[src/rtl/hazard_ctrl_pkg.sv]
// Shared definitions for the hazard / interrupt-entry controller:
// FSM encoding, default register address width and the interrupt vector.
package hazard_ctrl_pkg;

    typedef enum logic [1:0] {
        ST_RUN   = 2'd0,
        ST_DRAIN = 2'd1,
        ST_SAVE  = 2'd2,
        ST_JUMP  = 2'd3
    } hz_state_e;

    localparam int          REG_AW_DEF = 3;
    localparam int          DRAIN_W    = 3;
    localparam logic [15:0] INT_VECTOR = 16'h0040;

    // True while an interrupt entry sequence owns the pipeline.
    function automatic logic in_entry(input hz_state_e st);
        return (st != ST_RUN);
    endfunction

endpackage

[src/rtl/hazard_ctrl_sat_counter.sv]
// Saturating up-counter with synchronous clear; holds at all-ones.
module sat_counter #(
    parameter int W = 16
) (
    input  logic         clk,
    input  logic         rst_n,
    input  logic         inc,
    input  logic         clear,
    output logic [W-1:0] count
);

    logic [W-1:0] count_r;

    // Count register: clear has priority, increment stops at all-ones.
    always_ff @(posedge clk or negedge rst_n) begin
        if (!rst_n) begin
            count_r <= {W{1'b0}};
        end else if (clear) begin
            count_r <= {W{1'b0}};
        end else if (inc && (count_r != {W{1'b1}})) begin
            count_r <= count_r + {{(W-1){1'b0}}, 1'b1};
        end else begin
            count_r <= count_r;
        end
    end

    assign count = count_r;

endmodule

[src/rtl/hazard_ctrl.sv]
// Load-use stall, branch flush and interrupt-entry sequencing for the
// F/D and D/E buffers and the PC register.
module hazard_ctrl
    import hazard_ctrl_pkg::*;
#(
    parameter int REG_AW       = REG_AW_DEF,
    parameter int DRAIN_CYCLES = 3,
    parameter int CNT_W        = 16
) (
    input  logic              clk,
    input  logic              rst_n,
    input  logic [REG_AW-1:0] dec_rs1,
    input  logic [REG_AW-1:0] dec_rs2,
    input  logic              dec_use_rs1,
    input  logic              dec_use_rs2,
    input  logic              de_mem_read,
    input  logic              de_reg_write,
    input  logic [REG_AW-1:0] de_write_add,
    input  logic              ex_branch_taken,
    input  logic              int_req,
    output logic              pc_stall,
    output logic              fd_stall,
    output logic              fd_flush,
    output logic              de_flush,
    output logic              int_save,
    output logic              int_ack,
    output logic [CNT_W-1:0]  stall_count
);

    localparam logic [DRAIN_W-1:0] DRAIN_RELOAD = DRAIN_W'(DRAIN_CYCLES - 1);

    hz_state_e          state_r, next_state_s;
    logic [DRAIN_W-1:0] drain_cnt_r, next_drain_cnt_s;
    logic               int_pending_r, next_pending_s;
    logic               lu_s;
    logic               stall_inc_s;
    logic               pc_stall_s, fd_stall_s, fd_flush_s, de_flush_s;
    logic               int_save_s, int_ack_s;

    assign lu_s = de_mem_read & de_reg_write &
                  ((dec_use_rs1 & (dec_rs1 == de_write_add)) |
                   (dec_use_rs2 & (dec_rs2 == de_write_add)));

    // State, drain counter and pending-interrupt registers.
    always_ff @(posedge clk or negedge rst_n) begin
        if (!rst_n) begin
            state_r       <= ST_RUN;
            drain_cnt_r   <= {DRAIN_W{1'b0}};
            int_pending_r <= 1'b0;
        end else begin
            state_r       <= next_state_s;
            drain_cnt_r   <= next_drain_cnt_s;
            int_pending_r <= next_pending_s;
        end
    end

    // Next-state and strobe decode; a branch always outranks interrupt and stall.
    always_comb begin
        next_state_s     = state_r;
        next_drain_cnt_s = drain_cnt_r;
        next_pending_s   = int_pending_r;
        stall_inc_s      = 1'b0;
        pc_stall_s       = 1'b0;
        fd_stall_s       = 1'b0;
        fd_flush_s       = 1'b0;
        de_flush_s       = 1'b0;
        int_save_s       = 1'b0;
        int_ack_s        = 1'b0;
        case (state_r)
            ST_RUN: begin
                if (ex_branch_taken) begin
                    fd_flush_s     = 1'b1;
                    de_flush_s     = 1'b1;
                    next_pending_s = int_pending_r | int_req;
                end else if (int_req || int_pending_r) begin
                    fd_flush_s       = 1'b1;
                    pc_stall_s       = 1'b1;
                    next_state_s     = ST_DRAIN;
                    next_drain_cnt_s = DRAIN_RELOAD;
                    next_pending_s   = 1'b0;
                end else if (lu_s) begin
                    pc_stall_s  = 1'b1;
                    fd_stall_s  = 1'b1;
                    de_flush_s  = 1'b1;
                    stall_inc_s = 1'b1;
                end else begin
                    next_state_s = ST_RUN;
                end
            end
            ST_DRAIN: begin
                pc_stall_s = 1'b1;
                fd_flush_s = 1'b1;
                // The branch target becomes the return PC, so draining restarts.
                if (ex_branch_taken) begin
                    de_flush_s       = 1'b1;
                    next_drain_cnt_s = DRAIN_RELOAD;
                end else if (drain_cnt_r == {DRAIN_W{1'b0}}) begin
                    next_state_s = ST_SAVE;
                end else begin
                    next_drain_cnt_s = drain_cnt_r - {{(DRAIN_W-1){1'b0}}, 1'b1};
                end
            end
            ST_SAVE: begin
                int_save_s   = 1'b1;
                pc_stall_s   = 1'b1;
                fd_flush_s   = 1'b1;
                next_state_s = ST_JUMP;
            end
            ST_JUMP: begin
                int_ack_s    = 1'b1;
                fd_flush_s   = 1'b1;
                next_state_s = ST_RUN;
            end
            default: begin
                next_state_s = ST_RUN;
            end
        endcase
    end

    // Strobes are forced low for as long as reset is held.
    assign pc_stall = pc_stall_s & rst_n;
    assign fd_stall = fd_stall_s & rst_n;
    assign fd_flush = fd_flush_s & rst_n;
    assign de_flush = de_flush_s & rst_n;
    assign int_save = int_save_s & rst_n & in_entry(state_r);
    assign int_ack  = int_ack_s  & rst_n & in_entry(state_r);

    sat_counter #(
        .W (CNT_W)
    ) u_stall_cnt (
        .clk   (clk),
        .rst_n (rst_n),
        .inc   (stall_inc_s),
        .clear (1'b0),
        .count (stall_count)
    );

endmodule
[config.mk]
export PLATFORM = sky130hd
export DESIGN_NAME = hazard_ctrl
export DESIGN_NICKNAME = d
export VERILOG_FILES = /design/src/rtl/hazard_ctrl_pkg.sv /design/src/rtl/hazard_ctrl_sat_counter.sv /design/src/rtl/hazard_ctrl.sv
export SDC_FILE = /design/constraint.sdc
export NUM_CORES = 1
export LEC_CHECK = 0
export CAP_MARGIN = 20
export CORE_MARGIN = 1
export CORE_UTILIZATION = 28
export CTS_BUF_LIST = sky130_fd_sc_hd__clkbuf_16
export CTS_CLUSTER_DIAMETER = 100
export CTS_CLUSTER_SIZE = 25
export DETAILED_ROUTE_END_ITERATION = 7
export PLACE_DENSITY = 0.58
export RECOVER_POWER = 50
export SETUP_SLACK_MARGIN = 0.05
export SYNTH_ARGS = -nofsm -noshare
export SYNTH_HDL_FRONTEND = slang
export SYNTH_HIERARCHICAL = 1
export SYNTH_SLANG_ARGS = --single-unit
[constraint.sdc]
create_clock -name clk -period 3.1 [get_ports clk]
set_clock_uncertainty 0.05 [all_clocks]
set_input_delay 0.31 -clock clk [delete_from_list [all_inputs] [get_ports clk]]
set_output_delay 0.31 -clock clk [all_outputs]
set_load 0.01 [all_outputs]
Yosys cells after proc, flatten, opt, wreduce, memory -nomap -nowiden:

Index checks and enable logic that the tools add are counted.

* $add $sub $neg: 2
* reductions and logical operators: 12
* mux-type cells: 28
* bitwise gates (word level): 14
* equal/unequal tests: 12

Operators with widths (number)
* 16-bit by 1-bit adder with 16-bit output, second input constant: 1
* 16-bit inequality test, second input constant: 1
* 1-bit two-way mux: 14
* 1-bit bitwise AND: 12
* 3-bit two-way mux: 4
* 2-bit two-way mux: 5
* 2-bit inequality test, second input constant: 4
* 2-bit case mux with 4 select lines: 1
* 4-bit AND reduction: 2
* 3-bit == test: 2
* 3-bit inequality test, second input constant: 2
* 1-bit case mux with 2 select lines: 3
* 3-bit case mux with 2 select lines: 1
* 2-bit nonzero test: 3
* 2-bit == test, second input constant: 2
* 3-bit logical NOT: 1
* 3-bit OR reduction: 1
* 3-bit by 1-bit subtractor with 3-bit output, second input constant: 1
* 2-bit by 1-bit == test with 1-bit output, second input constant: 1
* 2-bit logical NOT: 1
* 1-bit bitwise OR: 2
* 2-bit AND reduction: 1
* 2-bit OR reduction: 1
* 1-bit logical AND: 1
* 1-bit logical OR: 1

* flip-flop bits (word level): 22
* bits of input ports: 17
* logic and storage cells: 72
* output and inout port bits: 22

Logic depth before layout (Yosys ltp):

* word-level depth: 9
* depth in mapped cells: 10
* gate-level depth less buffers: 7

Cells and area by module:

The synthesis kept the hierarchy.

Modules (own cells, without submodules)
* sat_counter: instances 1, area each 942.2 µm², cells an instance 98
* hazard_ctrl: instances 1, area each 673.1 µm², cells an instance 73

Worst setup path before layout:

No wires, ideal clock.

* kind: flip-flop to flip-flop
* from: register state_r[0]
* to: register u_stall_cnt.count_r[3], in the netlist u_stall_cnt/count[3]
* cell stages (with the launch flop): 10
* library setup time: 0.077 ns
* setup slack: 0.834 ns
* arrival time: 2.139 ns
* clock period less this slack: 2.266 ns
* path through: dfrtp_1 -> inv_1 -> ha_1 -> buf_6 -> and2b_4 -> and3_1 -> inv_1 -> clkbuf_1 -> or4_2 -> a21oi_1

* longest elaborated chain between the ends: 3

Ends and longest elaborated chain
* start, declared: line hazard_ctrl.sv:32 `hz_state_e state_r, next_state_s;`
* start signal, assigned: line hazard_ctrl.sv:51 `state_r <= next_state_s;`
* 2-bit logical NOT
* 1-bit two-way mux
* net fd_stall_s: line hazard_ctrl.sv:37 `logic pc_stall_s, fd_stall_s, fd_flush_s, de_flush_s;`
* 1-bit logical AND: line hazard_ctrl_sat_counter.sv:20 `end else if (inc && (count_r != {W{1'b1}})) begin`
* end signal, assigned: line hazard_ctrl_sat_counter.sv:19 `count_r <= {W{1'b0}};`
* end signal, assigned: line hazard_ctrl_sat_counter.sv:21 `count_r <= count_r + {{(W-1){1'b0}}, 1'b1};`
* end signal, assigned: line hazard_ctrl_sat_counter.sv:23 `count_r <= count_r;`
* end, declared: line hazard_ctrl_sat_counter.sv:12 `logic [W-1:0] count_r;`

The timed path passes the listed nets, and every way through them passes these cells.
A chain may end at the register's enable or synchronous reset.

Worst setup path in the final report:

* from: register state_r[1]
* to: register u_stall_cnt.count_r[3], in the netlist u_stall_cnt/count[3]

Same word-level chain as after synthesis.

==> metrics.cfg <==
[hold_path]
hold_path_class=input port to async pin

[flow_run]
cap_violations=0

[placed_design]
hpwlAfterDp_mm=2.872
portBuffers=38
dp_slack_ps=255.7
place_congestion=0.7505
placed_cell_area_mm2=0.002074
post-place-cells=279

[cts]
cts_made_buffers=3
postCtsSetupBuffers=0
cts_buffer_depth=2
cts_max_level=1
ctsResizeCount=0
clock-sinks=22
tritoncts=built
path_clk_slew_ps=60
cts.hold.buffers_added=0
clockRootBuffer=clkbuf_16
clk_latency_ps=250

[sta]
finalSetupTns_ps=0
hold-worst-slack_ps=368.9
setup_viol=0
slew_viol_final=0
rsz0062_at_grt=no
finalHoldViolCount=0
maxSlewHeadroom_pct=30.40
min_period_over_period_pct=87.36
period_needed_ps=2708
worstMarginPinSlew_ps=1044
timing.final.ws_setup_ps=391.9
fmax_ghz=0.3693

[route]
wl_mm=3.837
drtIter0Drc=63
wl_per_cell_um=13.61
viasPerCell=4.965
drtAntennaViolNets=0
drc=0
vias=1400
firstDrtPassIters=4

[critical_path]
crit_family=simple AND/OR/NAND/NOR gates
reg2reg_depth=7
critPathCaptureType=flop
worstPathMaxFanout=22
start_kind=flop
cp.arrival_ps=2840
critPathMaxStageDelay_ps=720
crit_type=flop to flop
worstPathRequired_ps=3230
cpMostUsedCell=inv_1
path_cells=inv_1 > ha_1 > and2b_1 > and3_1 > inv_1 > or4_2 > a21oi_1
worst-path-buf-inv=2
slowest_stage=or4_2
crit_cells=7

[yosys]
ys_types=51
yosys_most_used_dff=dfrtp_1
synth_area_mm2=0.001615
seq_area_frac_synth_pct=34.08
async_reset_ff_share_pct=100.0
syn_avg_cell_area_um2=9.446
ys_ff_latch=22
synthCells=171
yosys_warnings=6
synth_edf_count=0

[cells_and_area]
fin_area_mm2=0.002143
finalNonFillerCells=282
final_common_cell=clkdlybuf4s50_1
fin_nets=237
drive_gt1_share_pct=9.524
n_antenna_cell=0
most-common-layout-cells=clkdlybuf4s50_1 (27), dfrtp_1 (22), a21oi_1 (12)
area_delta_synth_final_pct=32.69

[grt]
antenna_found_initial=0
grt_pass1_wl_mm=6.382
overflow=0
grt_max_degree=23
track_usage_pct=13.23
grt_pass1_vias=1313

[floorplan]
core_mm2=0.005540
ioPinCount=39
die_h_um=77.96
die_w_um=77.96
dieArea_mm2=0.006077
start_util_pct=29.16
row_count=27

[pwr]
power_density_mw_per_mm2=461.1
peakVddDrop_uv=171.2
power_leakage_uw=0.0008850

[run_status]
status=finished, final reports clean

==> power by group <==
group          switching [uW]  total [uW]  internal, uW  leakage (uW)
Clock                     101         271           170     0.0000370
Combinational             191         369           178      0.000553
Sequential               32.6         348           316      0.000295
Total                     324         988           664      0.000885
==> area by class of cell <==
class	instances	area (um2)
Sequential cell	22	550.5
Inverter	9	33.78
Multi-Input combinational cell	135	994.7
Clock buffer	3	75.07
Timing Repair Buffer	41	399.1
Tap cell	72	90.09
Fill cell	594	3397
==> through the flow <==
step / power (uW) / util [%]
after global placement: 723.3 / 37.44
after global routing: 1064 / 38.69
after CTS: 1003 / 38.80
after floorplan: 609.3 / -
after detailed placement: 725.7 / 37.44
final: 988.3 / 38.69
==> path summary, 6_finish.rpt <==
| kind | start | to | slack, ps |
|---|---|---|---|
| min in group clk | drain_cnt_r[2]$_DFFE_PN0P_ | drain_cnt_r[2]$_DFFE_PN0P_ | 500 |
| setup / recovery | state_r[1]$_DFFE_PN0P_ | u_stall_cnt/count[3]$_DFFE_PN0P_ | 390 |
| setup reg to reg | state_r[1]$_DFFE_PN0P_ | u_stall_cnt/count[3]$_DFFE_PN0P_ | 390 |
| hold reg to reg | drain_cnt_r[2]$_DFFE_PN0P_ | drain_cnt_r[2]$_DFFE_PN0P_ | 500 |
| max in group asynchronous | rst_n | u_stall_cnt/count[8]$_DFFE_PN0P_ | 1350 |
| hold / removal | rst_n | state_r[0]$_DFFE_PN0P_ | 370 |
==> Yosys cell counts, drive strengths merged, types with 2 or more instances <==
master	count	share of area, %
nor4	5	2.9
inv	9	2.1
o21ai	7	2.4
nand3	5	1.5
dfrtp	22	34
and2b	2	1.1
ha	8	6.2
o31ai	7	3.3
and3b	3	1.6
or4	7	3.4
nand4	11	4.6
nor2	9	2.1
and4	3	1.8
nand2	9	2.1
buf	2	1.4
and3	4	1.5
xnor2	6	3.3
mux2	4	2.8
nor2b	8	3.6
or3	3	1.2
a21oi	14	4.8
clkbuf	4	0.93
==> flip-flops by register name, summed over array words and instances (netlist names) <==
signal / cells
u_stall_cnt/count: 16
state_r: 2
int_pending_r: 1
drain_cnt_r: 3
==> kinds of logic after synthesis <==
group,after synthesis,synth area share (%)
AND/OR/NAND/NOR,73,29.43
AO/OA/AOI/OAI,41,18.98
flip-flops,22,34.08
buffers and inverters,15,4.415
adder cells (fa/ha/maj),8,6.197
XOR/XNOR,6,3.253
multiplexers,5,3.408
other,1,0.2322
==> metal layers <==
metal	part of all wire [%]	GRT usage, %	routed length (um)	up-vias
met5	0	0	0	-
met4	0.44	3.889	17	0
met3	2.7	2.706	105	2
met2	47	20.44	1795	21
met1	50	18.50	1918	649
li1	-	-	-	728
Power figures use the tool's default switching activity.
